==> src/rtl/issue_queue.sv <==
// Dual-issue instruction queue and issue register (pairing enabled by DUAL_ISSUE_EN).
// Latency: a pair accepted at edge E loads the issue register at edge E+1 at the earliest.
// Backpressure: fetch_ready = registered count <= DEPTH-2; ex_stall freezes issue, flush discards all.
module issue_queue #(
    parameter int DEPTH = 4,
    parameter int IW    = 32
) (
    input  logic          clk,
    input  logic          rst,
    input  logic          fetch_valid,
    input  logic [IW-1:0] fetch_instr0,
    input  logic [IW-1:0] fetch_instr1,
    output logic          fetch_ready,
    input  logic          ex_stall,
    input  logic          flush,
    output logic          valid1,
    output logic          valid2,
    output logic [IW-1:0] instr1,
    output logic [IW-1:0] instr2,
    output logic [6:0]    opcode1,
    output logic [6:0]    opcode2,
    output logic          stall
);
    localparam int PW = $clog2(DEPTH);
    localparam int CW = $clog2(DEPTH + 1);

    logic [IW-1:0] mem [DEPTH];
    logic [PW-1:0] wr_ptr;
    logic [PW-1:0] rd_ptr;
    logic [CW-1:0] count;
    logic [CW-1:0] count_nxt;
    logic          push;
    logic [1:0]    pop;
    logic [IW-1:0] head0;
    logic [IW-1:0] head1;

    assign head0 = mem[rd_ptr];
    assign head1 = mem[rd_ptr + PW'(1)];

    // Ready looks only at the registered count so fetch never sees a path from ex_stall.
    assign fetch_ready = (count <= CW'(DEPTH - 2));
    assign push        = fetch_valid && fetch_ready;

`ifdef DUAL_ISSUE_EN
    localparam logic [6:0] OP_LOAD   = 7'b0000011;
    localparam logic [6:0] OP_STORE  = 7'b0100011;
    localparam logic [6:0] OP_REG    = 7'b0110011;
    localparam logic [6:0] OP_IMM    = 7'b0010011;
    localparam logic [6:0] OP_BRANCH = 7'b1100011;

    logic h_writes;
    logic y_uses_rs2;
    logic raw_hazard;
    logic mem_pair;
    logic split;

    assign h_writes   = (head0[6:0] == OP_LOAD) || (head0[6:0] == OP_REG) || (head0[6:0] == OP_IMM);
    assign y_uses_rs2 = (head1[6:0] == OP_REG) || (head1[6:0] == OP_STORE) || (head1[6:0] == OP_BRANCH);
    assign raw_hazard = h_writes && (head0[11:7] != 5'd0) &&
                        ((head0[11:7] == head1[19:15]) || (y_uses_rs2 && (head0[11:7] == head1[24:20])));
    // Only one memory port, so two memory ops never leave together.
    assign mem_pair   = ((head0[6:0] == OP_LOAD) || (head0[6:0] == OP_STORE)) &&
                        ((head1[6:0] == OP_LOAD) || (head1[6:0] == OP_STORE));
    assign split      = raw_hazard || mem_pair || (head0[6:0] == OP_BRANCH);

    always_comb begin
        pop = 2'd0;
        if (!ex_stall) begin
            if (count == CW'(1)) begin
                pop = 2'd1;
            end else if (count >= CW'(2)) begin
                pop = split ? 2'd1 : 2'd2;
            end
        end
    end
`else
    always_comb begin
        pop = 2'd0;
        if (!ex_stall && (count != '0)) begin
            pop = 2'd1;
        end
    end
`endif

    assign count_nxt = count + (push ? CW'(2) : CW'(0)) - CW'(pop);

    always_ff @(posedge clk) begin
        if (push && !rst && !flush) begin
            mem[wr_ptr]          <= fetch_instr0;
            mem[wr_ptr + PW'(1)] <= fetch_instr1;
        end
    end

    always_ff @(posedge clk) begin
        if (rst) begin
            wr_ptr <= '0;
            rd_ptr <= '0;
            count  <= '0;
            valid1 <= 1'b0;
            valid2 <= 1'b0;
            instr1 <= '0;
            instr2 <= '0;
        end else if (flush) begin
            wr_ptr <= '0;
            rd_ptr <= '0;
            count  <= '0;
            valid1 <= 1'b0;
            valid2 <= 1'b0;
        end else begin
            if (push) begin
                wr_ptr <= wr_ptr + PW'(2);
            end
            if (!ex_stall) begin
                valid1 <= (pop != 2'd0);
                valid2 <= (pop == 2'd2);
                instr1 <= (pop != 2'd0) ? head0 : '0;
                instr2 <= (pop == 2'd2) ? head1 : '0;
                rd_ptr <= rd_ptr + PW'(pop);
            end
            count <= count_nxt;
        end
    end

    assign opcode1 = instr1[6:0];
    assign opcode2 = instr2[6:0];
    assign stall   = !valid1;

endmodule
==> config.mk <==
export PLATFORM = sky130hd
export DESIGN_NAME = issue_queue
export DESIGN_NICKNAME = d
export VERILOG_FILES = /design/src/rtl/issue_queue.sv
export SDC_FILE = /design/constraint.sdc
export NUM_CORES = 1
export LEC_CHECK = 0
export CAP_MARGIN = 40
export CORE_ASPECT_RATIO = 1.75
export CORE_MARGIN = 2
export CORE_UTILIZATION = 45
export CTS_BUF_LIST = sky130_fd_sc_hd__clkbuf_4 sky130_fd_sc_hd__clkbuf_8
export CTS_CLUSTER_DIAMETER = 100
export DETAILED_ROUTE_END_ITERATION = 8
export PLACE_DENSITY_LB_ADDON = 0.25
export SYNTH_ARGS = -nofsm -noshare
export SYNTH_HDL_FRONTEND = slang
export SYNTH_SLANG_ARGS = --single-unit
==> constraint.sdc <==
create_clock -name clk -period 16.25 [get_ports clk]
set_clock_uncertainty 0.15 [all_clocks]
set_input_delay 1.625 -clock clk [delete_from_list [all_inputs] [get_ports clk]]
set_output_delay 1.625 -clock clk [all_outputs]
set_load 0.1 [all_outputs]
Word-level counts from Yosys, hierarchy flattened
Memory sizes are Yosys's and may differ from the RTL's. A register that Yosys moved wholly into a read port is not among the register bits.
Index checks and enable logic that the tools add are counted.
{"block": "word_totals", "regBits": 73, "ramBits": 128, "in_bits": 69, "n_memories": 1}
{"name": "mem", "depth": 4, "word_bits": 32, "read_ports": 2, "rd_clocked_by_memory_dff": 1, "write_ports": 2, "line": "27", "source": "logic [IW-1:0] mem [DEPTH];"}
{"block": "op_classes", "n_bitwise": 2, "order_cmp": 1, "mux": 8, "reduce_logical": 12, "n_eq_ne": 1, "addsub": 6}
{"cell": "32-bit two-way mux", "n": 2}
{"cell": "2-bit two-way mux", "n": 3}
{"cell": "2-bit by 1-bit adder with 2-bit output (second input constant)", "n": 2}
{"cell": "1-bit logical AND", "n": 4}
{"cell": "1-bit zero test", "n": 4}
{"cell": "3-bit by 2-bit adder with 3-bit output", "n": 1}
{"cell": "3-bit by 2-bit less-or-equal comparator with 1-bit output (second input constant)", "n": 1}
{"cell": "1-bit two-way mux", "n": 3}
{"cell": "3-bit nonzero test", "n": 1}
{"cell": "3-bit by 2-bit subtractor with 3-bit output", "n": 1}
{"cell": "2-bit adder", "n": 1}
{"cell": "2-bit adder (second input constant)", "n": 1}
{"cell": "2-bit == test (second input constant)", "n": 1}
{"cell": "1-bit NOT", "n": 2}
{"cell": "2-bit AND reduction", "n": 1}
{"cell": "2-bit nonzero test", "n": 1}
{"cell": "2-bit OR reduction", "n": 1}

Logic depth before layout (Yosys ltp)
{"block": "depth", "word_depth": 6, "mapped_depth": 8, "ltp_nobuf": 8}

Worst setup path before layout
No wires, ideal clock.
{"block": "synth_timing", "kind": "register to register", "start": "register count[0]", "end": "memory mem[0][0] (enable)", "path_buffers": 0, "period_less_slack_ps": 7339, "path_slack_ps": 8911, "setup_time_ps": 565, "path_stages_with_launch": 4, "arrival_ps": 6624, "cell_sequence": "dfxtp_1 > a21oi_1 > nand2_1 > nor3_1"}
{"element": "start: declaration", "line": "30", "source": "logic [CW-1:0] count;"}
{"element": "start signal: assignment", "line": "120", "source": "count <= count_nxt;"}
{"element": "end: declaration", "line": "27"}

Worst setup path in the final report
{"block": "layout_timing", "start": "register count[0]", "end": "output port fetch_ready"}
{"block": "layout_via", "elab_chain_cells": 1}
{"element": "3-bit by 2-bit less-or-equal comparator with 1-bit output", "line": "41", "source": "assign fetch_ready = (count <= CW'(DEPTH - 2));"}
{"element": "end: declaration", "line": "13", "source": "output logic fetch_ready,"}
No other way between the ends.

==> reports/qor.csv <==
metric;value;unit
gpl congestion;0.733;
Yosys warnings;0;
clock root buffer;clkbuf_8;
DRT Pass-1 Iters;4;
vias per cell;4.91;
Crit path required time;14.48;ns
outcome;completed;
Final Hold Viols;0;
# Post-CTS Setup Buffers;0;
Die Ht;161;um
CP arrival;1.86;ns
critical path type;reg2out;
power per cell area;109;nW/um2
Post-CTS Resized;0;
Fill cells;1026;
met3 wire len;533;um
count of input and output buffers;110;
Clock Tree Buf Depth;2;
total die area;15200;um2
power consumption;0.000932;W
htree depth;4;
Rows;57;
max-slew violation count;0;
Congestion Overflow GR;0;
Comb pwr share;16.7;%
Internal;0.000669;W
CTS Hold Buffers Added;0;
crit end category;primary output;
fin crit period;3.64;ns
final period utilization;22.4;%
area grow syn2layout;34.3;%
Netlist cell types;26;
total track usage;16.0;%
final design utilization;61.9;%
Detailed Place HPWL;8140;um
Worst slew margin;57.6;%
Mean Syn Cell Area;19.2;um2
die width;93.9;um
core area;13800;um2
FF+latch count, synth;169;
Maximum Capacitance Violations;0;
Startpoint Class;flop;
Net Switching;0.000263;W
vias in the first global route;3560;
DR iter-0 viols;169;
CP Max Fanout;4;
Final WS setup;12.61;ns
DR WL/cell;17.2;um
RSZ-0062 raised after global routing;no;
Switching Share;28.2;%
num ports;151;
Min-Delay Path Class;reg2reg;
Synth Cell Area;6370;um2
Initial Utilization;46.0;%
CTS tree;built;
f_max;275;MHz
clock sink count;169;
Remaining DRCs;0;
final setup vio count;0;
total CTS buffers;17;
FF-to-FF path depth;3;
Worst Tran Pin Value;0.636;ns
critical path's largest stage delay;0.59;ns
Clock Latency Late Sink;0.45;ns
vias;3336;
Worst-path clk slew;0.09;ns
wl on met1;4160;um
Leakage;2.97;nW
worst-path cell chain;a21oi_1 -> clkdlybuf4s50_1 -> buf_8;
Syn Inst Count;332;
share of power burned in registers;51.8;%
n_diodes;0;
Worst path slowest cell;clkdlybuf4s50_1;
Setup TNS;0;ns
Post-Place Setup Slack;12.43;ns
layout cells sized above 1;23.5;%
met2 WL;6680;um
register area share after synthesis;73.2;%
Final nets;562;
initial antenna violation count;0;
drt total wl;11700;um
WHS Path Cells;1;
first-pass GRT wire length;17800;um
VDD IR max;0.0779;mV
Max Used Layer;met4;
clock power share;31.5;%
post-route ant nets;0;
largest net degree at the start of global routing;49;
[power by group through the flow]
stage,combinational (W),clock [W],sequential [W]
finish,0.000155,0.000294,0.000483
global route,0.000162,0.000317,0.000485
CTS,0.000157,0.000301,0.000483
detailed placement,0.000156,0,0.000493
global placement,0.000136,0,0.000493
floorplan,0.0000849,0,0.000519
[worst paths after layout]
check / end / start / slack, ns
max reg2reg: instr1[13]$_SDFFE_PP0P_ / flop / 14.05
min reg2reg: instr1[25]$_SDFFE_PP0P_ / instr1[25]$_SDFFE_PP0P_ / 0.34
max: fetch_ready / count[0]$_SDFF_PP0_ / 12.61
min: instr1[25]$_SDFFE_PP0P_ / instr1[25]$_SDFFE_PP0P_ / 0.34
[metal layers]
layer  track usage, %  vias up
li1                 -     1529
met1             17.2     1672
met2             28.9      118
met5                0        -
met4             7.64        0
met3             3.73       17
[synth_stat cells]
library cell / instances / share of area, %
o21a_1: 1 / 0.12
a21oi_1: 2 / 0.16
mux4_2: 30 / 11
nor2_1: 8 / 0.47
clkbuf_1: 3 / 0.18
mux4_1: 2 / 0.82
nand2_1: 1 / 0.059
buf_6: 7 / 1.2
a21o_1: 1 / 0.12
conb_1: 1 / 0.059
or2_1: 1 / 0.098
a22o_1: 32 / 4.4
and2_1: 3 / 0.29
dfxtp_1: 41 / 13
ha_1: 4 / 0.79
xnor2_1: 1 / 0.14
inv_1: 6 / 0.35
buf_4: 47 / 5.5
edfxtp_1: 128 / 60
xor2_1: 1 / 0.14
buf_2: 4 / 0.31
nand3_1: 1 / 0.078
mux2i_1: 1 / 0.16
nor3_1: 4 / 0.31
nor3_4: 1 / 0.26
nor2b_1: 1 / 0.098
[cell usage in the layout (no fill, tap or decap), drive strengths merged]
cell,instances
clkbuf,18
xnor2,1
xor2,1
o21a,1
nor2,8
edfxtp,128
clkinvlp,5
nand2,1
dfxtp,41
conb,40
inv,10
mux2i,1
clkinv,3
nor3,5
a22o,32
a21oi,2
mux4,32
nor2b,1
a21o,1
clkdlybuf4s50,110
bufinv,2
or2,1
buf,50
nand3,1
and2,3
ha,4
[state kept, by name, indices dropped and copies added (netlist names), named ones only]
signal  flops
valid1      1
mem       128
wr_ptr      1
rd_ptr      2
instr1     32
count       3
[worst max-delay path: cells and delay by family, from the launching register on]
kind,cells,cell delay [ns]
buffers and inverters,2,0.79
DFF,1,0.33
AOI/OAI and AO/OA,1,0.31
[kinds of logic after synthesis]
group	after synthesis	share of synthesized area [%]
DFF	169	73.2
buffers and inverters	67	7.62
AOI/OAI and AO/OA	36	4.79
muxes	33	11.6
and+or+nand+nor	20	1.67
adders and majority gates	4	0.786
xor gates and xnor gates	2	0.275
other	1	0.0589
[per-stage QoR]
stage	instance area [um2]	cells	hold WS, ns
2_1_floorplan	6520	371	0.340
3_3_place_gp	7440	603	0.311
6_report	8560	679	0.339
4_1_cts	8560	679	0.340
3_5_place_dp	8150	647	0.316
5_1_grt	8560	679	0.353
[final cells by class]
class | instances | area [um2] | share of cell area, %
timing repair buffer | 160 | 1860 | 21.7
inverter | 6 | 22.5 | 0.263
multi-input combinational | 135 | 1390 | 16.2
clock buffer | 18 | 241 | 2.82
sequential | 169 | 4670 | 54.5
tap | 177 | 221 | 2.59
clock inverter | 14 | 165 | 1.93
Power figures use the tool's default switching activity.
